**config.mk**
```make
export PLATFORM = sky130hd
export DESIGN_NAME = wave_period_extract
export DESIGN_NICKNAME = d
export VERILOG_FILES = /design/src/rtl/wave_period_extract.sv
export SDC_FILE = /design/constraint.sdc
export NUM_CORES = 1
export LEC_CHECK = 0
export CORE_MARGIN = 2
export CORE_UTILIZATION = 25
export CTS_CLUSTER_SIZE = 16
export DETAILED_ROUTE_END_ITERATION = 7
export DONT_BUFFER_PORTS = 1
export SLEW_MARGIN = 20
export SYNTH_ARGS = -nofsm -noshare
export SYNTH_HDL_FRONTEND = slang
export SYNTH_SLANG_ARGS = --single-unit
```
**constraint.sdc**
```tcl
create_clock -name clk_50M -period 4.7 [get_ports clk_50M]
set_clock_uncertainty 0.1 [all_clocks]
set_input_delay 1.175 -clock clk_50M [delete_from_list [all_inputs] [get_ports clk_50M]]
set_output_delay 1.175 -clock clk_50M [all_outputs]
set_load 0.01 [all_outputs]
```
**src/rtl/wave_period_extract.sv**
```systemverilog
// Peak-to-peak period extractor: finds hysteretic zero-slope crossings in a derivative
// stream, buffers the samples between adjacent peaks and replays one period as a framed burst.
module wave_period_extract #(
    parameter int DATA_W     = 8,
    parameter int HYST       = 8,
    parameter int MAX_PERIOD = 64,
    parameter int BUF_AW     = 7
) (
    input  logic              clk_50M,
    input  logic              rst,
    input  logic              in_valid,
    input  logic [DATA_W-1:0] in_data,
    output logic              out_valid,
    output logic [DATA_W-1:0] out_data,
    output logic              out_first,
    output logic              out_last,
    output logic [6:0]        out_len,
    output logic [9:0]        period_cnt,
    output logic [7:0]        drop_cnt
);

    localparam int                MID     = 1 << (DATA_W - 1);
    localparam logic [DATA_W-1:0] ARM_TH  = DATA_W'(MID - HYST);
    localparam logic [DATA_W-1:0] PEAK_TH = DATA_W'(MID + HYST);
    localparam logic [BUF_AW-1:0] LEN_MIN = BUF_AW'(2);
    localparam logic [BUF_AW-1:0] LEN_MAX = BUF_AW'(MAX_PERIOD);
    localparam logic [BUF_AW-1:0] LEN_TO  = BUF_AW'(MAX_PERIOD + 1);

    typedef enum logic {CAP_HUNT, CAP_TRACK} cap_state_t;
    typedef enum logic [1:0] {DR_IDLE, DR_DRAIN, DR_LAST} dr_state_t;

    logic [DATA_W-1:0] r_buf [0:(2**BUF_AW)-1];

    cap_state_t        r_cap;
    dr_state_t         r_dr;
    logic [BUF_AW-1:0] r_wr_ptr;
    logic [BUF_AW-1:0] r_start_ptr;
    logic [BUF_AW-1:0] r_rd_ptr;
    logic [BUF_AW-1:0] r_remaining;
    logic              r_armed;
    logic              r_first_pend;
    logic              r_out_valid;
    logic [DATA_W-1:0] r_out_data;
    logic              r_out_first;
    logic              r_out_last;
    logic [6:0]        r_out_len;
    logic [9:0]        r_period_cnt;
    logic [7:0]        r_drop_cnt;

    logic              w_peak;
    logic [BUF_AW-1:0] w_len;
    logic              w_len_ok;
    logic              w_launch;
    logic              w_timeout;
    logic              w_drop;

    // The peak sample itself is not yet in the buffer, so w_len counts the previous period only.
    assign w_peak    = in_valid && r_armed && (in_data >= PEAK_TH);
    assign w_len     = r_wr_ptr - r_start_ptr;
    assign w_len_ok  = (w_len >= LEN_MIN) && (w_len <= LEN_MAX);
    assign w_launch  = w_peak && (r_cap == CAP_TRACK) && w_len_ok && (r_dr == DR_IDLE);
    assign w_timeout = in_valid && !w_peak && (r_cap == CAP_TRACK) && (w_len == LEN_TO);
    assign w_drop    = (w_peak && (r_cap == CAP_TRACK) && !w_launch) || w_timeout;

    always_ff @(posedge clk_50M) begin
        if (in_valid) begin
            r_buf[r_wr_ptr] <= in_data;
        end
    end

    always_ff @(posedge clk_50M) begin
        if (rst) begin
            r_cap       <= CAP_HUNT;
            r_wr_ptr    <= '0;
            r_start_ptr <= '0;
            r_armed     <= 1'b0;
            r_drop_cnt  <= '0;
        end else if (in_valid) begin
            r_wr_ptr <= r_wr_ptr + BUF_AW'(1);
            if (in_data < ARM_TH) begin
                r_armed <= 1'b1;
            end else if (w_peak) begin
                r_armed <= 1'b0;
            end
            case (r_cap)
                CAP_HUNT: begin
                    if (w_peak) begin
                        r_start_ptr <= r_wr_ptr;
                        r_cap       <= CAP_TRACK;
                    end
                end
                CAP_TRACK: begin
                    if (w_peak) begin
                        r_start_ptr <= r_wr_ptr;
                    end else if (w_timeout) begin
                        r_cap <= CAP_HUNT;
                    end
                end
                default: r_cap <= CAP_HUNT;
            endcase
            if (w_drop && (r_drop_cnt != 8'hFF)) begin
                r_drop_cnt <= r_drop_cnt + 8'd1;
            end
        end
    end

    // DR_LAST covers the out_last beat so a coincident peak still sees the replay as busy.
    always_ff @(posedge clk_50M) begin
        if (rst) begin
            r_dr         <= DR_IDLE;
            r_rd_ptr     <= '0;
            r_remaining  <= '0;
            r_first_pend <= 1'b0;
            r_out_valid  <= 1'b0;
            r_out_data   <= '0;
            r_out_first  <= 1'b0;
            r_out_last   <= 1'b0;
            r_out_len    <= '0;
            r_period_cnt <= '0;
        end else begin
            r_out_valid <= 1'b0;
            r_out_first <= 1'b0;
            r_out_last  <= 1'b0;
            case (r_dr)
                DR_IDLE: begin
                    if (w_launch) begin
                        r_dr         <= DR_DRAIN;
                        r_rd_ptr     <= r_start_ptr;
                        r_remaining  <= w_len;
                        r_out_len    <= 7'(w_len);
                        r_first_pend <= 1'b1;
                    end
                end
                DR_DRAIN: begin
                    r_out_valid  <= 1'b1;
                    r_out_data   <= r_buf[r_rd_ptr];
                    r_out_first  <= r_first_pend;
                    r_first_pend <= 1'b0;
                    r_rd_ptr     <= r_rd_ptr + BUF_AW'(1);
                    r_remaining  <= r_remaining - BUF_AW'(1);
                    if (r_remaining == BUF_AW'(1)) begin
                        r_out_last   <= 1'b1;
                        r_period_cnt <= r_period_cnt + 10'd1;
                        r_dr         <= DR_LAST;
                    end
                end
                DR_LAST: r_dr <= DR_IDLE;
                default: r_dr <= DR_IDLE;
            endcase
        end
    end

    assign out_valid  = r_out_valid;
    assign out_data   = r_out_data;
    assign out_first  = r_out_first;
    assign out_last   = r_out_last;
    assign out_len    = r_out_len;
    assign period_cnt = r_period_cnt;
    assign drop_cnt   = r_drop_cnt;

endmodule

```
# Word-level counts from Yosys, hierarchy flattened
# Memories as Yosys holds them, arrays and structs flattened. A register that Yosys moved wholly into a read port is not among the register bits.
# Cells that the tools add are included.
[word_totals] regBits=61 ramBits=1024 wordCells=78 mem_count=1
[memory_table] memory="r_buf" depth=128 word_bits=8 read_ports=1 rd_ports_with_merged_regs=1 write_ports=1 line="32" source="logic [DATA_W-1:0] r_buf [0:(2**BUF_AW)-1];"
[classes] n_addsub=6 order_cmp=4 eq_ne=6 muxes=20 bitwise_logic=2 reduce_logical=25
[ops] operator="7-bit one-hot mux with 2 select lines" n=2
[ops] operator="7-bit 2-to-1 mux" n=3
[ops] operator="7-bit by 1-bit adder with 7-bit output (second input constant)" n=2
[ops] operator="2-bit AND reduction" n=7
[ops] operator="1-bit logical AND" n=11
[ops] operator="10-bit by 1-bit adder with 10-bit output (second input constant)" n=1
[ops] operator="1-bit 2-to-1 mux" n=10
[ops] operator="8-bit by 1-bit adder with 8-bit output (second input constant)" n=1
[ops] operator="8-bit greater-or-equal comparator (second input constant)" n=1
[ops] operator="8-bit by 7-bit < comparator with 1-bit output (second input constant)" n=1
[ops] operator="8-bit inequality test (second input constant)" n=1
[ops] operator="7-bit by 1-bit equality test with 1-bit output (second input constant)" n=1
[ops] operator="7-bit equality test (second input constant)" n=1
[ops] operator="7-bit by 2-bit greater-or-equal comparator with 1-bit output (second input constant)" n=1
[ops] operator="7-bit <= comparator (second input constant)" n=1
[ops] operator="7-bit by 1-bit subtractor with 7-bit output (second input constant)" n=1
[ops] operator="7-bit subtractor" n=1
[ops] operator="2-bit 2-to-1 mux" n=2
[ops] operator="2-bit inequality test (second input constant)" n=2
[ops] operator="1-bit one-hot mux with 2 select lines" n=2
[ops] operator="2-bit one-hot mux with 2 select lines" n=1
[ops] operator="2-bit nonzero test" n=2
[ops] operator="2-bit by 1-bit equality test with 1-bit output (second input constant)" n=1
[ops] operator="1-bit logical NOT" n=2
[ops] operator="other kinds (4)" n=5

# Logic depth before layout (Yosys ltp)
[logic_depth] word_depth=10 ltp_mapped=13 ltp_nobuf=11

# Worst setup path after synthesis
# OpenSTA, ideal clock, no wires.
[synth_path] kind="reg-to-reg" start="register r_wr_ptr[0]" end="register r_drop_cnt[5], in the netlist drop_cnt[5]" setup_time_ns=0.123 arrival_time_ns=3.055 setup_slack_ns=1.422 stages_incl_launch_ff=13 path_cell_list="dfxtp_1 clkbuf_1 inv_1 ha_1 inv_1 fa_1 a211oi_1 nor2_1 xor2_1 nor4b_4 mux2_4 nor4_4 mux2_1"
[synth_between] elab_chain_cells=10
[synth_lines] item="start, declared" line="36" source="logic [BUF_AW-1:0] r_wr_ptr;"
[synth_lines] item="start signal, assigned" line="79" source="r_wr_ptr <= r_wr_ptr + BUF_AW'(1);"
[synth_lines] item="7-bit subtractor (*)" line="59" source="assign w_len = r_wr_ptr - r_start_ptr;"
[synth_lines] item="7-bit by 2-bit greater-or-equal comparator with 1-bit output / 7-bit <= comparator (equally long branches)" line="60" source="assign w_len_ok = (w_len >= LEN_MIN) && (w_len <= LEN_MAX);"
[synth_lines] item="1-bit logical AND" line="60"
[synth_lines] item="1-bit logical AND (2 in a row)" line="61" source="assign w_launch = w_peak && (r_cap == CAP_TRACK) && w_len_ok && (r_dr == DR_IDLE);"
[synth_lines] item="1-bit logical NOT" line="63" source="assign w_drop = (w_peak && (r_cap == CAP_TRACK) && !w_launch) || w_timeout;"
[synth_lines] item="1-bit logical AND" line="63"
[synth_lines] item="1-bit logical OR (*)" line="63"
[synth_lines] item="1-bit logical AND (*)" line="101" source="if (w_drop && (r_drop_cnt != 8'hFF)) begin"
[synth_lines] item="2-bit AND reduction (no source line) (*)"
[synth_lines] item="end signal, assigned" line="102" source="r_drop_cnt <= r_drop_cnt + 8'd1;"
[synth_lines] item="end, declared" line="48" source="logic [7:0] r_drop_cnt;"
# Mark *: on every way between the ends. The rest lies on a longest branch, timed or not.
# A chain may end at the register's enable or synchronous reset.

# Worst setup path in the final report
[layout_path] start="register r_start_ptr[0]" end="register r_remaining[0]"
[layout_between] elab_chain_cells=7
[layout_lines] item="start, declared" line="37" source="logic [BUF_AW-1:0] r_start_ptr;"
[layout_lines] item="start signal, assigned" line="88" source="r_start_ptr <= r_wr_ptr;"
[layout_lines] item="start signal, assigned" line="94" source="r_start_ptr <= r_wr_ptr;"
[layout_lines] item="7-bit subtractor (*)" line="59"
[layout_lines] item="7-bit by 2-bit greater-or-equal comparator with 1-bit output / 7-bit <= comparator (equally long branches)" line="60"
[layout_lines] item="1-bit logical AND" line="60"
[layout_lines] item="1-bit logical AND (2 in a row)" line="61"
[layout_lines] item="2-bit inequality test (no source line)"
[layout_lines] item="2-bit AND reduction (no source line)"
[layout_lines] item="end signal, assigned" line="129" source="r_remaining <= w_len;"
[layout_lines] item="end signal, assigned" line="140" source="r_remaining <= r_remaining - BUF_AW'(1);"
[layout_lines] item="end, declared" line="39" source="logic [BUF_AW-1:0] r_remaining;"
# Mark *: on every way between the ends. The rest lies on a longest branch, timed or not. The select of a mux whose other input is x is not followed.

==> results.ini <==
[synthesis]
ys_seq_area_frac = 0.747
yosysMostFrequentCell = edfxtp_1
synth_edf_count = 1024
synth.distinct_cells = 74
yosysTopAreaCell = edfxtp_1
synth_seq_cells = 1093
yosys_warnings = 0
syn_nets = 2291
synth_top_cells_by_area = edfxtp_1 (71%), mux4_2 (12%), dfxtp_1 (3.2%), mux2i_1 (2.1%), nor2_1 (1.6%)
synthCells = 2267
synth_top_area_share = 0.715
async_flop_share = 0
syn_area_per_cell_um2 = 19.0
synth_common_cells = edfxtp_1 (1024), mux4_2 (225), nor2_1 (186)
synthFlopType = edfxtp_1
syn_area_mm2 = 0.0430

[layout]
nNetsFinal = 2395
area_growth_pct = 15.9
finalNonFillerCells = 4771
drive_above_1_share = 0.216

[setup_path]
r2r-end = r_remaining[0]$_SDFFE_PP0P_
regToRegStartpoint = r_start_ptr[0]$_SDFFE_PP0P_
crit_arrival_ps = 4080
start_kind = flop
ff2ff_setup_slack_ps = 1090
crit_fanout = 15
end_kind = flop
required_ps = 5160
reg2reg_depth = 11
worstSetupPathType = reg -> reg

[cts]
post_cts_buffers = 0
cts_hold_buf = 0
clk_latency_ps = 680
htree_levels = 3
max-clock-path-buffers = 3
root_buffer = clkbuf_16
tritoncts = done
numCtsBuffers = 108
cts_resized = 0
cts.clk_slew.worst_paths_ps = 60
cts.sink_count = 1093

[flow_run]
max_cap_viol_count = 0

[routing]
wl_per_cell_um = 22.8
via_count = 22300
drt_iter0_markers = 2467
finalWirelength_um = 109000
drc_errors = 0
postRouteAntennaNets = 0
firstDrtPassIters = 6
via_per_inst = 4.68

[global_route]
grt_pass1_wl_um = 158000
grt_usage = 0.122
grt_antenna_before_repair = 5
overflow = 0
grt_pass1_vias = 22000
grt_start_max_net_pins = 131

[worst_hold_path]
hp-start = r_first_pend$_SDFFE_PP0P_
worstHoldPathCells = 2
hold_path_end = r_first_pend$_SDFFE_PP0P_
hold_path_class = reg -> reg

[sta]
finalSetupViolations = 0
maxSlewViolCount = 0
slew_headroom = 0.238
rsz0062_at_grt = false
hold_viol = 0
max_freq_mhz = 277
period_needed_ps = 3610
finalSetupTns_ps = 0
min_period_over_period = 0.769
tightestPinTransition_ps = 1140
setup_ws_ps = 1090

[floorplanning]
fp.coreArea_mm2 = 0.171
start_util = 0.251
ios = 47
fp-row-count = 152
die_area_mm2 = 0.175
die_h_um = 419
die_x_um = 419

[power_and_ir_drop]
leakage_nw = 14.7
power_density_mw_per_mm2 = 391
p_total_w = 0.0195
vdd_drop_max_uv = 289

[outcome]
outcome = finished clean

[placement]
gp_congestion = 0.796
hpwl_um = 65300
port_buffers = 0
dp_slack_ps = 963
placed_cells = 4571

==> layer usage <==
layer  GRT usage  vias up  share of wire
li1            -     9497              -
met1       0.171    11700           0.43
met2       0.191      943           0.47
met3      0.0228      170          0.079
met4      0.0362        0          0.027
met5           0        -              0
==> state kept, by name, summed over array words and instances (netlist names), 8 cells and up <==
signal	cells
out_data	8
drop_cnt	8
period_cnt	10
r_buf	1024
==> worst max-delay path, cell delays in order, from the launching register on <==
cell	delay (ps)
dfxtp_1	360
ha_1	180
inv_1	50
fa_1	400
a211oi_1	370
nor2_1	110
xor2_1	190
nor4b_4	440
mux2i_2	570
buf_4	310
o21ai_0	100
a221oi_1	330
==> layout make-up <==
| type | count | area, µm² |
|---|---|---|
| inverter | 15 | 56.3 |
| sequential | 1093 | 32100 |
| clock buffer | 126 | 2770 |
| tap | 2310 | 2890 |
| antenna | 1 | 2.50 |
| clock inverter | 73 | 788 |
| timing repair buffer | 125 | 1040 |
| multi-input combinational | 1028 | 10200 |
| fill | 16700 | 122000 |
==> stage by stage <==
step | util | instance area (µm²) | hold WS, ps
global route | 0.291 | 49800 | 378
detailed placement | 0.270 | 46300 | 341
floorplan | - | 43000 | 330
finish | 0.291 | 49800 | 347
CTS | 0.291 | 49800 | 349
global placement | 0.270 | 46300 | 335
==> logic make-up after synthesis <==
| kind of cell | count (synthesis) | share of synthesized area |
|---|---|---|
| AOI/OAI and AO/OA | 256 | 0.0416 |
| muxes | 321 | 0.140 |
| xor gates and xnor gates | 17 | 0.00346 |
| DFF | 1093 | 0.747 |
| buffers and inverters | 146 | 0.0176 |
| and+or+nand+nor | 421 | 0.0459 |
| adders and majority gates | 13 | 0.00396 |
==> worst max path at each step <==
stage,cells after the start,from,to
after global placement,7,in_data[7],drop_cnt[5]$_SDFFE_PP0P_
after CTS,9,r_rd_ptr[0]$_SDFFE_PP0P_,out_data[2]$_SDFFE_PP0P_
after detailed placement,7,in_data[6],r_rd_ptr[4]$_SDFFE_PP0P_
final,11,r_start_ptr[0]$_SDFFE_PP0P_,r_remaining[0]$_SDFFE_PP0P_
after global routing,11,r_start_ptr[0]$_SDFFE_PP0P_,r_remaining[0]$_SDFFE_PP0P_
after floorplan,12,r_wr_ptr[0]$_SDFFE_PP0P_,drop_cnt[5]$_SDFFE_PP0P_
==> report_power, final <==
| part | internal (W) | switching [W] |
|---|---|---|
| Combinational | 0.0000483 | 0.0000937 |
| Sequential | 0.0106 | 0.00000472 |
| Clock | 0.00504 | 0.00367 |
==> layout by cell type, fill, tap and decap left out, types with 8 or more instances in the layout <==
| cell type | n |
|---|---|
| or4_1 | 10 |
| clkinv_2 | 18 |
| o31ai_1 | 8 |
| buf_12 | 8 |
| o221ai_1 | 19 |
| o22ai_1 | 17 |
| clkbuf_1 | 18 |
| a221oi_1 | 11 |
| a211oi_1 | 15 |
| inv_1 | 15 |
| nand4_1 | 11 |
| a21oi_1 | 72 |
| dfxtp_1 | 65 |
| nand3_1 | 41 |
| nand2b_1 | 11 |
| nor4_1 | 11 |
| a22oi_1 | 42 |
| o21ai_0 | 14 |
| nand2_1 | 78 |
| nor2_1 | 185 |
| clkinvlp_4 | 9 |
| a22o_1 | 10 |
| a31oi_1 | 9 |
| clkinv_1 | 22 |
| nor2b_1 | 14 |
| edfxtp_1 | 1024 |
| mux4_2 | 225 |
| bufinv_16 | 15 |
| nor3_1 | 20 |
| ha_1 | 12 |
| clkbuf_16 | 108 |
| buf_4 | 117 |
| mux2i_1 | 91 |
| xor2_1 | 13 |
No activity file was read; power rests on OpenSTA's default activity.
